### src/rtl/serial_inst_loader_pkg.sv
// Shared definitions for the serial instruction loader and the instruction
// RAM instances it feeds: default geometry and the loader state encoding.
package serial_inst_loader_pkg;

  // Default word width and word-address width, shared with the RAM instances.
  localparam int DEF_WORD_W = 32;
  localparam int DEF_ADDR_W = 7;

  // Loader session state encoding.
  typedef logic [1:0] state_t;
  localparam state_t ST_IDLE  = 2'd0;
  localparam state_t ST_SHIFT = 2'd1;
  localparam state_t ST_FULL  = 2'd2;

endpackage

### src/rtl/serial_inst_loader_sync_edge.sv
// sync_edge: multi-flop synchroniser for the raw serial clock, with the serial
// data synchronised alongside through an identical chain so both arrive on the
// same clk edge. Produces a one-cycle pulse on each synced sclk rise.
module sync_edge #(
  parameter int SYNC_STAGES = 2
) (
  input  logic clk,
  input  logic rst,
  input  logic sclk,
  input  logic sdata,
  output logic rise,
  output logic sdata_sync
);

  logic [SYNC_STAGES-1:0] sclk_chain;
  logic [SYNC_STAGES-1:0] sdata_chain;
  logic                   sclk_dly;

  // Synchroniser chains plus one delayed copy of synced sclk for edge detect.
  always_ff @(posedge clk or posedge rst) begin
    if (rst) begin
      sclk_chain  <= '0;
      sdata_chain <= '0;
      sclk_dly    <= 1'b0;
    end else begin
      // NOTE: non-blocking assignments let every flop sample the old value of
      // its predecessor, which is what makes this a chain rather than a wire.
      sclk_chain  <= {sclk_chain[SYNC_STAGES-2:0], sclk};
      sdata_chain <= {sdata_chain[SYNC_STAGES-2:0], sdata};
      sclk_dly    <= sclk_chain[SYNC_STAGES-1];
    end
  end

  assign rise       = sclk_chain[SYNC_STAGES-1] & ~sclk_dly;
  assign sdata_sync = sdata_chain[SYNC_STAGES-1];

endmodule

### src/rtl/serial_inst_loader.sv
// serial_inst_loader: deserialises an sclk-clocked bit stream into words and
// writes them to instruction RAM at an auto-incrementing address, with session
// control, full/overflow indication and selectable bit order.
// Optional build macro SER_PARITY_EN: each word is followed by an even-parity
// bit; bad words are not written and raise the sticky parity_err output.
module serial_inst_loader
  import serial_inst_loader_pkg::*;
#(
  parameter int WORD_W      = DEF_WORD_W,
  parameter int ADDR_W      = DEF_ADDR_W,
  parameter int SYNC_STAGES = 2,
  parameter int LSB_FIRST   = 1
) (
  input  logic              clk,
  input  logic              rst,
  input  logic              load_en,
  input  logic              sclk,
  input  logic              sdata,
  output logic              mem_we,
  output logic [ADDR_W-1:0] mem_waddr,
  output logic [WORD_W-1:0] mem_wdata,
  output logic [ADDR_W:0]   word_cnt,
  output logic              busy,
  output logic              done,
  output logic              overflow
`ifdef SER_PARITY_EN
  ,
  output logic              parity_err
`endif
);

  localparam int DEPTH = 2 ** ADDR_W;
`ifdef SER_PARITY_EN
  localparam int LAST_BIT = WORD_W;      // data bits then one parity bit
`else
  localparam int LAST_BIT = WORD_W - 1;
`endif
  localparam int BC_W = $clog2(LAST_BIT + 1);

  state_t            state;
  logic              load_en_q;
  logic [BC_W-1:0]   bitcnt;
  logic [WORD_W-1:0] shreg;
  logic [WORD_W-1:0] shreg_next;
  logic [WORD_W-1:0] hold;
  logic              pending;

  logic sclk_rise;
  logic sdata_s;
  logic start;
  logic session_end;
  logic shift_en;
  logic word_last;
  logic word_done;
  logic issue;
  logic data_bit;
  logic word_ok;
  logic [WORD_W-1:0] word_val;

  sync_edge #(
    .SYNC_STAGES(SYNC_STAGES)
  ) u_sync_edge (
    .clk       (clk),
    .rst       (rst),
    .sclk      (sclk),
    .sdata     (sdata),
    .rise      (sclk_rise),
    .sdata_sync(sdata_s)
  );

  assign start       = load_en & ~load_en_q & (state == ST_IDLE);
  assign session_end = (state != ST_IDLE) & ~load_en;
  assign shift_en    = sclk_rise & (state != ST_IDLE) & load_en;
  assign word_last   = (bitcnt == BC_W'(LAST_BIT));
  assign word_done   = shift_en & word_last;
  // The write for a pending word never overlaps the previous write, so the
  // address has always advanced before the next word goes out.
  assign issue       = (state == ST_SHIFT) & pending & ~mem_we;
  assign busy        = (state != ST_IDLE);

`ifdef SER_PARITY_EN
  // The last bit is parity: it is not shifted in, and the word is already
  // complete in shreg when it arrives.
  assign data_bit = ~word_last;
  assign word_ok  = ((^shreg) == sdata_s);
  assign word_val = shreg;
`else
  assign data_bit = 1'b1;
  assign word_ok  = 1'b1;
  assign word_val = shreg_next;
`endif

  // Next shift-register value for the sample arriving on this edge.
  always_comb begin
    // NOTE: default first, so every path assigns shreg_next and no latch forms.
    shreg_next = shreg;
    if (LSB_FIRST != 0) begin
      for (int i = 0; i < WORD_W; i++) begin
        if (bitcnt == BC_W'(i)) shreg_next[i] = sdata_s;
      end
    end else begin
      shreg_next = {shreg[WORD_W-2:0], sdata_s};
    end
  end

  // Bit assembly: runs regardless of the write cycle so no bits are lost.
  always_ff @(posedge clk or posedge rst) begin
    if (rst) begin
      bitcnt  <= '0;
      shreg   <= '0;
      hold    <= '0;
      pending <= 1'b0;
    end else if (start || session_end) begin
      bitcnt  <= '0;
      shreg   <= '0;
      pending <= 1'b0;
    end else begin
      if (issue || state == ST_FULL) pending <= 1'b0;
      if (shift_en) begin
        if (data_bit) shreg <= shreg_next;
        if (word_last) begin
          bitcnt <= '0;
          if (word_ok && state == ST_SHIFT) begin
            hold    <= word_val;
            pending <= 1'b1;
          end
        end else begin
          bitcnt <= bitcnt + BC_W'(1);
        end
      end
    end
  end

  // Session FSM, RAM write strobe, address/count advance and status flags.
  always_ff @(posedge clk or posedge rst) begin
    if (rst) begin
      state     <= ST_IDLE;
      load_en_q <= 1'b0;
      mem_we    <= 1'b0;
      mem_waddr <= '0;
      mem_wdata <= '0;
      word_cnt  <= '0;
      done      <= 1'b0;
      overflow  <= 1'b0;
`ifdef SER_PARITY_EN
      parity_err <= 1'b0;
`endif
    end else begin
      load_en_q <= load_en;
      mem_we    <= 1'b0;

      // Address and count advance the cycle after each write.
      if (mem_we) begin
        mem_waddr <= mem_waddr + ADDR_W'(1);
        word_cnt  <= word_cnt + (ADDR_W + 1)'(1);
      end

`ifdef SER_PARITY_EN
      if (word_done && !word_ok) parity_err <= 1'b1;
`endif

      case (state)
        ST_IDLE: begin
          if (start) begin
            mem_waddr <= '0;
            word_cnt  <= '0;
            overflow  <= 1'b0;
            done      <= 1'b0;
`ifdef SER_PARITY_EN
            parity_err <= 1'b0;
`endif
            state     <= ST_SHIFT;
          end
        end
        ST_SHIFT: begin
          if (issue) begin
            mem_we    <= 1'b1;
            mem_wdata <= hold;
          end
          if (mem_we && word_cnt == (ADDR_W + 1)'(DEPTH - 1)) state <= ST_FULL;
          if (!load_en) begin
            state <= ST_IDLE;
            done  <= 1'b1;
          end
        end
        ST_FULL: begin
          if (word_done || pending) overflow <= 1'b1;
          if (!load_en) begin
            state <= ST_IDLE;
            done  <= 1'b1;
          end
        end
        default: state <= ST_IDLE;
      endcase
    end
  end

endmodule

### config.mk
export PLATFORM = sky130hd
export DESIGN_NAME = serial_inst_loader
export DESIGN_NICKNAME = d
export VERILOG_FILES = /design/src/rtl/serial_inst_loader_pkg.sv /design/src/rtl/serial_inst_loader_sync_edge.sv /design/src/rtl/serial_inst_loader.sv
export SDC_FILE = /design/constraint.sdc
export NUM_CORES = 1
export LEC_CHECK = 0
export ABC_AREA = 1
export BUFFER_PORTS_ARGS = -buffer_cell sky130_fd_sc_hd__buf_2
export CORE_UTILIZATION = 59
export DETAILED_ROUTE_END_ITERATION = 10
export PLACE_DENSITY = 0.76
export SYNTH_ARGS = -nofsm -noshare
export SYNTH_HDL_FRONTEND = slang
export SYNTH_SLANG_ARGS = --single-unit
export TNS_END_PERCENT = 5
### constraint.sdc
create_clock -name clk -period 4.3 [get_ports clk]
set_input_delay 0.215 -clock clk [delete_from_list [all_inputs] [get_ports clk]]
set_output_delay 0.215 -clock clk [all_outputs]
set_load 0.02 [all_outputs]
; Yosys cells after proc, flatten, opt, wreduce, memory -nomap -nowiden
; Cells that the tools add are included.
[word_totals]
regBits = 128
inputBits = 5
[op_classes]
n_addsub = 3
eq_ne = 39
n_mux = 60
bitwise_logic = 14
reduce_logical = 16
[ops]
columns = op, count
row1 = equality test 5 bit (second input constant), 16
row2 = two-way mux 32 bit, 2
row3 = two-way mux 1 bit, 42
row4 = equality test 5 x 4 -> 1 bit (second input constant), 8
row5 = two-way mux 8 bit, 3
row6 = two-way mux 7 bit, 3
row7 = equality test 5 x 3 -> 1 bit (second input constant), 4
row8 = two-way mux 5 bit, 3
row9 = equality test 5 x 2 -> 1 bit (second input constant), 2
row10 = AND 1 bit, 9
row11 = AND reduction 3 bit, 3
row12 = adder 8 x 1 -> 8 bit (second input constant), 1
row13 = equality test 8 x 7 -> 1 bit (second input constant), 1
row14 = two-way mux 2 bit, 4
row15 = nonzero test 2 bit, 4
row16 = adder 7 x 1 -> 7 bit (second input constant), 1
row17 = inequality test 2 bit (second input constant), 3
row18 = one-hot mux 2 bit (3 select lines), 1
row19 = adder 5 x 1 -> 5 bit (second input constant), 1
row20 = equality test 5 x 1 -> 1 bit (second input constant), 1
row21 = zero test 5 bit, 1
row22 = NOT 1 bit, 5
row23 = one-hot mux 1 bit (2 select lines), 2
row24 = AND reduction 4 bit, 1
row25 = 9 further kinds, 11

; Longest topological paths before layout
; Gate-level depths: netlist of the first run.
[logic_depth]
ltp_word = 9
mapped_depth = 11

; By module
; From an unflattened synthesis of the first run, not the netlist that was laid out.
[unflattened]
cells_unflattened = 696
hier_area_um2 = 5921.9
[modules_own_cells]
columns = mod, instances, cells_each, area_per_inst_um2, seq_area_each_um2
row1 = serial_inst_loader, 1, 688, 5783.0, 3078.0
row2 = sync_edge, 1, 8, 138.9, 125.1

; Worst setup path before layout of the first run
; Ideal clock, no wire load.
[synth_path]
kind = register -> register
start = register bitcnt[0]
end = register hold[3]
arrival_time_ps = 1672
setup_slack_ps = 2502
path_stages_with_launch = 11
path_buffers = 3
cell_sequence = dfrtp_1 ha_1 buf_2 nand2_1 nor2_1 ha_1 nand2_1 nor2_4 buf_6 buf_4 o21ai_0
[synth_via]
elab_chain_cells = 2
[synth_lines]
columns = item, line
row1 = from (decl), serial_inst_loader.sv:42  ; logic [BC_W-1:0] bitcnt;
row2 = from (signal assigned), serial_inst_loader.sv:128  ; bitcnt <= bitcnt + BC_W'(1);
row3 = equality test 5 bit or equality test 5 x 2 -> 1 bit (tied branches), "serial_inst_loader.sv:74, serial_inst_loader.sv:99"
row4 = AND reduction 4 bit (no line) or two-way mux 1 bit (tied branches), n/a
row5 = to (signal assigned), serial_inst_loader.sv:124  ; hold <= word_val;
row6 = to (decl), serial_inst_loader.sv:45  ; logic [WORD_W-1:0] hold;
; Parallel ways exist; a longest one is shown, timed or not.
; A chain may end at the register's enable or synchronous reset.

; Worst setup path after layout of the first run
[layout_path]
start = register bitcnt[0]
end = register hold[12]
[layout_via]
elab_chain_cells = 2
[layout_lines]
columns = item, line
row1 = equality test 5 bit or equality test 5 x 4 -> 1 bit (tied branches), "serial_inst_loader.sv:74, serial_inst_loader.sv:99"
row2 = AND reduction 4 bit (no line) or two-way mux 1 bit (tied branches), n/a
; Parallel ways exist; a longest one is shown, timed or not.

==> results of run 1 <==
## cell type report
class	instances	area, um2
Tap cell	133	166
Clock inverter	10	111
Fill cell	783	2950
Clock buffer	22	453
Multi-Input combinational cell	436	2150
Inverter	90	340
Sequential cell	128	3200
Timing Repair Buffer	64	353
## cell families (layout without fill, tap and decap cells)
group	count (synthesis)	in the layout	synth area share (%)
buffers and inverters	131	186	9.62
AND/OR/NAND/NOR	316	316	24.3
multiplexers	2	2	0.338
adder cells (fa/ha/maj)	12	12	2.54
AO/OA/AOI/OAI	106	106	9.07
flip-flops	128	128	54.1
## per-stage QoR
stage	worst slack, ps	instance area (um2)	util [%]	hold WS, ps
2_1_floorplan	672	5920	-	246
3_3_place_gp	1720	6170	63.4	324
3_5_place_dp	1530	6170	63.4	326
4_1_cts	1490	6780	69.6	315
5_1_grt	1280	6780	69.6	321
6_report	1500	6780	69.6	336
## flip-flops by register name, summed over array words and instances, names as in the netlist
| name | flops |
|---|---|
| mem_we | 1 |
| word_cnt | 8 |
| done | 1 |
| bitcnt | 5 |
| shreg | 32 |
| mem_wdata | 32 |
| load_en_q | 1 |
| pending | 1 |
| hold | 32 |
| mem_waddr | 7 |
| u_sync_edge.sclk_chain | 2 |
| u_sync_edge.sclk_dly | 1 |
| state | 2 |
| u_sync_edge.sdata_chain | 2 |
| overflow | 1 |
## metal layers
layer,vias to the layer above,part of all wire [%]
li1,2362,-
met1,2339,46
met2,155,47
met3,26,4.4
met4,0,2.0
met5,-,0
## report_power, final
group / internal, mW / leakage (nW) / switching [mW]
logic: 0.0756 / 1.59 / 0.256
clock network: 0.851 / 0.271 / 0.511
registers: 1.23 / 1.64 / 0.0182
total: 2.15 / 3.50 / 0.785
## worst paths after layout
| path | start | end | slack [ps] | cells past startpoint |
|---|---|---|---|---|
| setup / recovery | bitcnt[0] | hold[12] | 1500 | 9 |
| hold / removal | sdata | u_sync_edge.sdata_chain[0] | 340 | 2 |
| setup reg to reg | bitcnt[0] | hold[12] | 1500 | 9 |
| hold reg to reg | u_sync_edge.sclk_chain[0] | u_sync_edge.sclk_chain[1] | 350 | 0 |
| max in group asynchronous | rst | mem_wdata[20] | 3010 | 4 |
| min in group asynchronous | rst | mem_wdata[1] | 350 | 3 |
## layout by cell type (no fill, tap or decap), types with 4 or more instances in the layout
| master | count |
|---|---|
| dfrtp_1 | 128 |
| dlygate4sd3_1 | 4 |
| clkbuf_16 | 16 |
| nor2_1 | 32 |
| o21ai_0 | 87 |
| a21oi_1 | 8 |
| nand4_1 | 30 |
| buf_4 | 5 |
| nand3_1 | 99 |
| nand2_1 | 142 |
| buf_2 | 55 |
| ha_1 | 12 |
| o21ai_1 | 8 |
| clkinv_2 | 4 |
| inv_1 | 86 |
| nor3_1 | 4 |
## what timing repair did
item,in CTS,in global routing
hold endpoints to repair,56,0
endpoints found under the setup margin,0,0
hold buffers,4,0
==> qor.csv, run 1 <==
metric,value,unit
library cell used as clock root buffer,clkbuf_8,
Final Max Slew Viols,0,
type of the worst setup path,flop to flop,
chip width,102,um
"sum of internal, switching and leakage power",2.94,mW
number of hold violations in the final report,0,
number of setup violations in the final report,0,
global-route wire length before repair,21000,um
max incr delay on CP,720,ps
remaining number of nets flagged by the antenna check after routing,0,
largest cells by area after synthesis,"dfrtp_1 54%, nand2_1 9.0%, nand3_1 8.4%",
total buffers and inverters traversed by the critical path,1,
power per unit of standard cell area,434,nW/um2
vias in the first global route,4473,
post-layout min period,2800,ps
fraction of final layout cells with drive strength greater than 1,12.9,%
per-instance average area after synthesis,8.52,um2
detailed-route wire length,12500,um
"Net count, final",754,
number of synthesized register bits,128,
data arrival time of the critical path,3240,ps
post-synthesis sequential area ratio,54.1,%
most frequent cells after synthesis,"142 x nand2_1, 128 x dfrtp_1, 99 x nand3_1",
DP Wirelength,7830,um
Initial DRC Count,312,
weighted congestion reported at the end of routability-driven placement,0.847,
post-cts repair resize count,0,
Tightest Pin Transition,1160,ps
Top delay family on crit path,simple AND/OR/NAND/NOR gates,
share of synthesized flip-flops with an asynchronous set or reset,100,%
Total Routing Usage GR,26.4,%
post-synthesis instance area,5920,um2
number of maximum-capacitance violations,0,
maximum clock skew at final layout,11.6,ps
worst-case clock buffer depth,2,
CP endpoint kind,flop,
die span in y,102,um
Boundary Pins,56,
mean routed wirelength per cell,14.1,um
count of different cell masters after synthesis,27,
worst-skew pair later-pin latency,530,ps
count of port buffers added during placement,55,
slowest library cell on the worst path,nor2_4,
dominant cell by count in the synthesized netlist,nand2_1,
global routing met3 resource utilization,5.68,%
Yosys warning count,0,
class of the worst hold path,input pin to flop,
Post-Route Setup TNS,0,ps
total number of vias,4882,
count of unresolved DRC violations after routing,0,
highest-utilization routing layer at the global route stage,met2,
number of levels the H-tree was split into,4,
total placed cells including tap cells,847,
initial antenna violation count,0,
met1 capacity usage during global routing,35.6,%
maximum operating frequency,358,MHz
area of the core region,9730,um2
detail-routed via count per cell,5.53,
WP data required,4750,ps
outcome,"finished, final reports clean",
leakage dissipation,3.50,nW
aggregate global routing overflow,0,
maximum vdd drop,0.242,mV
post-CTS setup buffer count,0,
die footprint,10400,um2
slew margin rel.,22.5,%
synthesized instance count,695,
met2 capacity usage during global routing,41.4,%
syn_nets,712,
clock tree from TritonCTS,yes,
area share of the leading cell type in the synthesized netlist,54.1,%
CP max FO,40,
clock tree sinks,128,
maximum number of pins on one net before global-route repair,56,
DR pass1 iterations,5,
cell taking the most area after synthesis,dfrtp_1,
startpoint kind of the worst setup timing path,flop,
clk slew on worst S/H paths,60,ps
CP cell instances,ha_1 -> nand2_1 -> nor2_1 -> ha_1 -> nand2_1 -> nor2_4 -> buf_4 -> nand3_1 -> o21ai_1,
area added between synthesis and finish,14.4,%
total clock buffers created by CTS,17,
diode insertion count for antenna repair,0,
setup repair after global routing missed its margin,false,
Post-synth top flop,dfrtp_1,
Placement Rows,36,
effective utilization at floorplan,60.9,%
"EDFF count, synth",0,
final std cells w/o fill,883,
final cycle utilization of the critical path,65.0,%
Power figures use the tool's default switching activity.
==> inputs of run 2 (changes only) <==
- ABC_AREA: 1 -> 0
- CORE_UTILIZATION: 59 -> 53
- PLACE_DENSITY: 0.76 -> 0.72
- clock period: 4.3 -> 2.57 ns (I/O delays scaled with it)
==> run 2 against run 1 <==
Net effect:
- clock power is 58% higher
- area after synthesis decreased by 1.7%
- sequential power increased by 65%
- critical path depth decreased by 3
- power grew 59%
- wire length decreased by 0.53%
- first-iteration DRC count down 9.3%
- register-to-register slack worse by 1200 ps
- combinational power is 46% higher
- critical endpoint is now hold[31]
- largest power group unchanged
==> qor.csv, run 2 <==
metric,value,unit,change
chip width,107,um,was 102 um
Boundary Pins,56,,unchanged
remaining number of nets flagged by the antenna check after routing,0,,unchanged
clk slew on worst S/H paths,60,ps,about the same
diode insertion count for antenna repair,0,,unchanged
Total Routing Usage GR,23.8,%,was 26.4%
Yosys warning count,0,,unchanged
clock tree from TritonCTS,yes,,unchanged
total number of vias,4520,,was 4882
final cycle utilization of the critical path,87.2,%,was 65.0%
fraction of final layout cells with drive strength greater than 1,16.9,%,was 12.9%
area of the core region,10500,um2,was 9730 um2
count of unresolved DRC violations after routing,0,,unchanged
Filler Cells Inserted,869,,was 783
die span in y,107,um,was 102 um
number of maximum-capacitance violations,0,,unchanged
post-layout min period,2240,ps,was 2800 ps
max incr delay on CP,420,ps,was 720 ps
detailed-route wire length,12400,um,was 12500 um
post-cts repair resize count,0,,unchanged
maximum operating frequency,446,MHz,was 358 MHz
outcome,"finished, final reports clean",,unchanged
area added between synthesis and finish,17.9,%,was 14.4%
combinational family with the most area after synthesis,simple AND/OR/NAND/NOR gates,,unchanged
die footprint,11400,um2,was 10400 um2
startpoint kind of the worst setup timing path,flop,,unchanged
mean routed wirelength per cell,15.0,um,was 14.1 um
worst-case setup slack after placement,352,ps,was 1530 ps
Tightest Pin Transition,655,ps,was 1160 ps
vias in the first global route,4442,,was 4473
total clock buffers created by CTS,17,,unchanged
"leading cell types in the layout, fill and taps excluded","150 x nand2_1, 127 x dfrtp_1, 83 x nor2_1",,"was 142 x nand2_1, 128 x dfrtp_1, 99 x nand3_1"
"Net count, final",692,,was 754
most common library cell in the layout ignoring fill and taps,nand2_1,,unchanged
synthesized instance count,617,,was 695
dominant cell by count in the synthesized netlist,nand2_1,,unchanged
Post-synth top flop,dfrtp_1,,unchanged
CP cell instances,ha_1 -> and3_1 -> ha_1 -> and3b_1 -> and3_2 -> mux2_2,,was ha_1 -> nand2_1 -> nor2_1 -> ha_1 -> nand2_1 -> nor2_4 -> buf_4 -> nand3_1 -> o21ai_1
combinational fraction of design power,10.3,%,was 11.3%
most frequent cell on the critical path,ha_1,,
internal reg-to-reg setup slack,330,ps,was 1500 ps
compound-cell area share of the yosys netlist,8.25,%,was 9.07%
worst flop-to-flop path startpoint,bitcnt[1],,was bitcnt[0]
DR pass1 iterations,8,,was 5
maximum number of pins on one net before global-route repair,80,,was 56
proportion of power drawn by flip-flops and latches,43.8,%,was 42.4%
syn_nets,634,,was 712
reg2reg path depth,6,,was 9
Post-Synth Adder-Cell Area,2.58,%,was 2.54%
cell taking the most area after synthesis,dfrtp_1,,unchanged
area share of the leading cell type in the synthesized netlist,54.6,%,was 54.1%
number of synthesized register bits,127,,was 128
setup repair after global routing missed its margin,false,,unchanged
slew margin rel.,55.9,%,was 22.5%
number of hold violations in the final report,0,,unchanged
clock tree sinks,127,,was 128
Placement Rows,37,,was 36
worst-case clock buffer depth,2,,unchanged
maximum clock skew at final layout,7.35,ps,was 11.6 ps
type of the worst setup path,flop to flop,,unchanged
class of the worst hold path,input pin to async pin,,was input pin to flop
count of different cell masters after synthesis,40,,was 27
Post-Synth Simple-Gate Area,23.9,%,was 24.3%
global-route wire length before repair,21200,um,was 21000 um
worst-skew pair later-pin latency,520,ps,was 530 ps
XOR/XNOR share of the synthesized area,1.96,%,was 0%
multiplexer share of the synthesized area,4.84,%,was 0.338%
detail-routed via count per cell,5.49,,was 5.53
leakage dissipation,3.56,nW,was 3.50 nW
Post-Route Setup TNS,0,ps,unchanged
worst r2r dst,hold[31],,was hold[12]
Final Max Slew Viols,0,,unchanged
Top Registers,"hold: 32 flops, mem_wdata: 32 flops, shreg: 31 flops",,"was hold: 32 flops, mem_wdata: 32 flops, shreg: 32 flops"
count of port buffers added during placement,55,,unchanged
maximum vdd drop,0.427,mV,was 0.242 mV
post-route worst setup slack,329,ps,was 1500 ps
largest cells by area after synthesis,"dfrtp_1 55%, nand2_1 9.7%, nor2_1 5.4%",,"was dfrtp_1 54%, nand2_1 9.0%, nand3_1 8.4%"
weighted congestion reported at the end of routability-driven placement,0.819,,was 0.847
share of synthesized flip-flops with an asynchronous set or reset,100,%,unchanged
power dissipated by switching net loads,1.22,mW,was 785 uW
internal power,3.47,mW,was 2.15 mW
library cell used as clock root buffer,clkbuf_8,,unchanged
post-synthesis instance area,5820,um2,was 5920 um2
aggregate global routing overflow,0,,unchanged
effective utilization at floorplan,55.6,%,was 60.9%
Initial DRC Count,283,,was 312
initial antenna violation count,0,,unchanged
per-instance average area after synthesis,9.43,um2,was 8.52 um2
DP Wirelength,7600,um,was 7830 um
power per unit of standard cell area,683,nW/um2,was 434 nW/um2
number of setup violations in the final report,0,,unchanged
most frequent cells after synthesis,"150 x nand2_1, 127 x dfrtp_1, 83 x nor2_1",,"was 142 x nand2_1, 128 x dfrtp_1, 99 x nand3_1"
"sum of internal, switching and leakage power",4.69,mW,was 2.94 mW
"EDFF count, synth",0,,unchanged
WP data required,2970,ps,was 4750 ps
slowest library cell on the worst path,dfrtp_1,,was nor2_4
CP max FO,16,,was 40
fraction of power spent switching nets,26.1,%,was 26.7%
clock group share of total power,45.9,%,was 46.3%
data arrival time of the critical path,2640,ps,was 3240 ps
CP endpoint kind,flop,,unchanged
post-synthesis sequential area ratio,54.6,%,was 54.1%
number of levels the H-tree was split into,4,,unchanged
-- run 2: cell type report --
| class | count | area (um2) | share of cell area [%] |
|---|---|---|---|
| sequential | 127 | 3180 | 46.3 |
| timing repair buffer | 78 | 508 | 7.40 |
| clock inverter | 12 | 95.1 | 1.39 |
| multi-input combinational | 438 | 2420 | 35.3 |
| inverter | 13 | 52.6 | 0.766 |
| tap | 136 | 170 | 2.48 |
| clock buffer | 20 | 435 | 6.35 |
-- run 2: power groups by stage --
stage               sequential, mW  clock (mW)  combinational, mW
global route                  2.06        2.26              0.532
detailed placement            2.09           0              0.474
floorplan                     2.10           0              0.339
CTS                           2.06        2.17              0.484
finish                        2.06        2.15              0.484
global placement              2.09           0              0.462
-- run 2: cells by family after synthesis --
| logic type | after synthesis |
|---|---|
| buf+inv | 52 |
| flops | 127 |
| compound gates | 91 |
| simple gates | 294 |
| xor+xnor | 13 |
| fa+ha+maj | 12 |
| mux | 28 |
-- run 2: timing repair --
item                                   CTS  global route
setup buffers                            0             0
endpoints found under the hold margin  131             0
hold buffers                             4             0
-- run 2: worst max-delay path by stage --
stage              start        to  cells past startpoint
2_1_floorplan  bitcnt[1]  hold[31]                      7
3_3_place_gp   bitcnt[1]  hold[31]                      6
3_5_place_dp   bitcnt[1]  hold[31]                      6
4_1_cts        bitcnt[1]  hold[31]                      6
5_1_grt        bitcnt[1]  hold[12]                      8
6_report       bitcnt[1]  hold[31]                      6
-- run 2: critical path: cells and delay by family (launching register included) --
kind                     cells  cell delay, ps
AND/OR/NAND/NOR              3             820
flip-flops                   1             420
multiplexers                 1             380
adder cells (fa/ha/maj)      2             500
-- run 2: through the flow --
| stage | utilization (%) | hold slack, ps | area (um2) | cells |
|---|---|---|---|---|
| 2_1_floorplan | - | 160 | 5820 | 617 |
| 3_3_place_gp | 60.1 | 83.3 | 6290 | 788 |
| 3_5_place_dp | 60.1 | 90.6 | 6290 | 788 |
| 4_1_cts | 65.6 | 110 | 6860 | 824 |
| 5_1_grt | 65.6 | 138 | 6860 | 824 |
| 6_report | 65.6 | 115 | 6860 | 824 |
-- run 2: per-layer routing --
layer,vias up,track usage (%),part of all wire (%)
li1,2177,-,-
met1,2199,31.1,47
met2,128,38.9,48
met3,16,4.32,3.7
met4,0,10.2,1.5
met5,-,0,0
==> inputs of run 3 (changes only) <==
- CAP_MARGIN: default -> 10
- GPL_TIMING_DRIVEN: default -> 0
==> run 3 against run 2 <==
Net effect:
- flip-flop and latch count stayed put
- first-iteration DRC count shrank 15%
- clock skew increased by 6.1 ps
- worst setup slack got worse by 160 ps
- die area is the same
- global-route usage increased by 1.2 points
- register-to-register slack worse by 160 ps
- count of clock-buffer cells in the layout increased by 6
- largest power group unchanged
==> qor.csv, run 3 (same netlist as run 2, synthesis figures left out) <==
metric,value,unit,change
final cycle utilization of the critical path,93.2,%,was 87.2%
Final Max Slew Viols,0,,unchanged
post-CTS setup buffer count,0,,unchanged
combinational fraction of design power,10.3,%,about the same
vias in the first global route,4511,,was 4442
fraction of final layout cells with drive strength greater than 1,16.4,%,was 16.9%
"leading cell types in the layout, fill and taps excluded","150 x nand2_1, 127 x dfrtp_1, 83 x nor2_1",,unchanged
area added between synthesis and finish,19.6,%,was 17.9%
mean routed wirelength per cell,15.6,um,was 15.0 um
power per unit of standard cell area,709,nW/um2,was 683 nW/um2
effective utilization at floorplan,55.6,%,unchanged
die footprint,11400,um2,unchanged
CP max FO,10,,was 16
clk slew on worst S/H paths,60,ps,about the same
data arrival time of the critical path,2850,ps,was 2640 ps
setup repair after global routing missed its margin,false,,unchanged
DP Wirelength,8800,um,was 7600 um
count of unresolved DRC violations after routing,0,,unchanged
number of hold violations in the final report,0,,unchanged
weighted congestion reported at the end of routability-driven placement,0.890,,was 0.819
worst flop-to-flop path startpoint,bitcnt[1],,unchanged
remaining number of nets flagged by the antenna check after routing,0,,unchanged
count of port buffers added during placement,55,,unchanged
detail-routed via count per cell,5.47,,was 5.49
global-route wire length before repair,21900,um,was 21200 um
Critical Path Source,bitcnt[1],,unchanged
proportion of power drawn by flip-flops and latches,41.6,%,was 43.8%
"sum of internal, switching and leakage power",4.93,mW,was 4.69 mW
worst-skew pair later-pin latency,530,ps,was 520 ps
power dissipated by switching net loads,1.19,mW,was 1.22 mW
die span in y,107,um,unchanged
Total Routing Usage GR,25.0,%,was 23.8%
Initial DRC Count,240,,was 283
most common library cell in the layout ignoring fill and taps,nand2_1,,unchanged
total number of vias,4619,,was 4520
Post-Route Setup TNS,0,ps,unchanged
CP endpoint kind,flop,,unchanged
clock tree from TritonCTS,yes,,unchanged
number of setup violations in the final report,0,,unchanged
chip width,107,um,unchanged
maximum operating frequency,417,MHz,was 446 MHz
maximum number of pins on one net before global-route repair,43,,was 80
internal power,3.74,mW,was 3.47 mW
Placement Rows,37,,unchanged
minimum hold slack,206,ps,was 115 ps
type of the worst setup path,flop to flop,,unchanged
Top Registers,"hold: 32 flops, mem_wdata: 32 flops, shreg: 31 flops",,unchanged
class of the worst hold path,input pin to async pin,,unchanged
DR pass1 iterations,5,,was 8
startpoint kind of the worst setup timing path,flop,,unchanged
"Net count, final",714,,was 692
fraction of power spent switching nets,24.2,%,was 26.1%
maximum vdd drop,0.469,mV,was 0.427 mV
area of the core region,10500,um2,unchanged
number of maximum-capacitance violations,0,,unchanged
outcome,"finished, final reports clean",,unchanged
library cell used as clock root buffer,clkbuf_8,,unchanged
clock group share of total power,48.0,%,was 45.9%
number of levels the H-tree was split into,4,,unchanged
initial antenna violation count,0,,unchanged
clock tree sinks,127,,unchanged
slew margin rel.,50.9,%,was 55.9%
Tightest Pin Transition,728,ps,was 655 ps
diode insertion count for antenna repair,0,,unchanged
post-layout min period,2400,ps,was 2240 ps
Boundary Pins,56,,unchanged
total clock buffers created by CTS,17,,unchanged
WP data required,3020,ps,was 2970 ps
leakage dissipation,3.62,nW,was 3.56 nW
aggregate global routing overflow,0,,unchanged
detailed-route wire length,13200,um,was 12400 um
worst-case clock buffer depth,2,,unchanged
maximum clock skew at final layout,13.5,ps,was 7.35 ps
run 3: timing repair:
action,CTS,global route
hold buffers,4,0
endpoints found under the hold margin,26,0
setup endpoints to repair,0,10
gates resized for setup,0,1
run 3: metrics by stage:
step                      cell area, um2  std cells  worst slack (ps)  utilization [%]
final                               6960        845               174             66.5
after global routing                6960        845              33.1             66.5
after CTS                           6960        846               126             66.6
after detailed placement            6330        811               159             60.5
after global placement              6270        808               104             59.9
after floorplan                     5820        617               594                -
run 3: power groups by stage:
stage               clock [mW]  sequential [mW]  combinational [mW]
finish                    2.37             2.05               0.510
global route              2.49             2.06               0.565
CTS                       2.41             2.05               0.516
detailed placement           0             2.09               0.506
global placement             0             2.09               0.474
floorplan                    0             2.10               0.339
run 3: layout make-up:
| class | instances | area (um2) |
|---|---|---|
| fillers | 858 | 3500 |
| flip-flops and latches | 127 | 3180 |
| multi-input cells | 438 | 2420 |
| clock buffers | 26 | 518 |
| repair buffers | 62 | 375 |
| plain buffers | 38 | 170 |
| well taps | 136 | 170 |
| clock inverters | 5 | 75.1 |
| inverters | 13 | 52.6 |
run 3: path summary, 6_finish.rpt:
| kind | endpoint | slack [ps] | cells after the start |
|---|---|---|---|
| worst max-delay path | hold[0] | 170 | 9 |
| worst min-delay path | mem_wdata[31] | 210 | 3 |
| worst max register to register | hold[0] | 170 | 9 |
| worst min register to register | u_sync_edge.sdata_chain[1] | 350 | 0 |
| max in group asynchronous | mem_wdata[11] | 1560 | 5 |
| min in group clk | u_sync_edge.sclk_chain[0] | 240 | 2 |
run 3: critical path: stages, from the launching register on:
cell and delay [ps]:
dfrtp_1 440, ha_2 320, and3_1 210, ha_1 300, and3b_1 200, and3_1 140, buf_2 220, buf_2 280
nor2_1 70, a21oi_1 130
run 3: layer usage:
metal / vias to the layer above / part of all wire [%] / track usage, %
met1: 2245 / 45 / 33.4
met4: 0 / 2.5 / 11.6
li1: 2221 / - / -
met2: 126 / 48 / 38.9
met5: - / 0 / 0
met3: 27 / 4.8 / 5.59
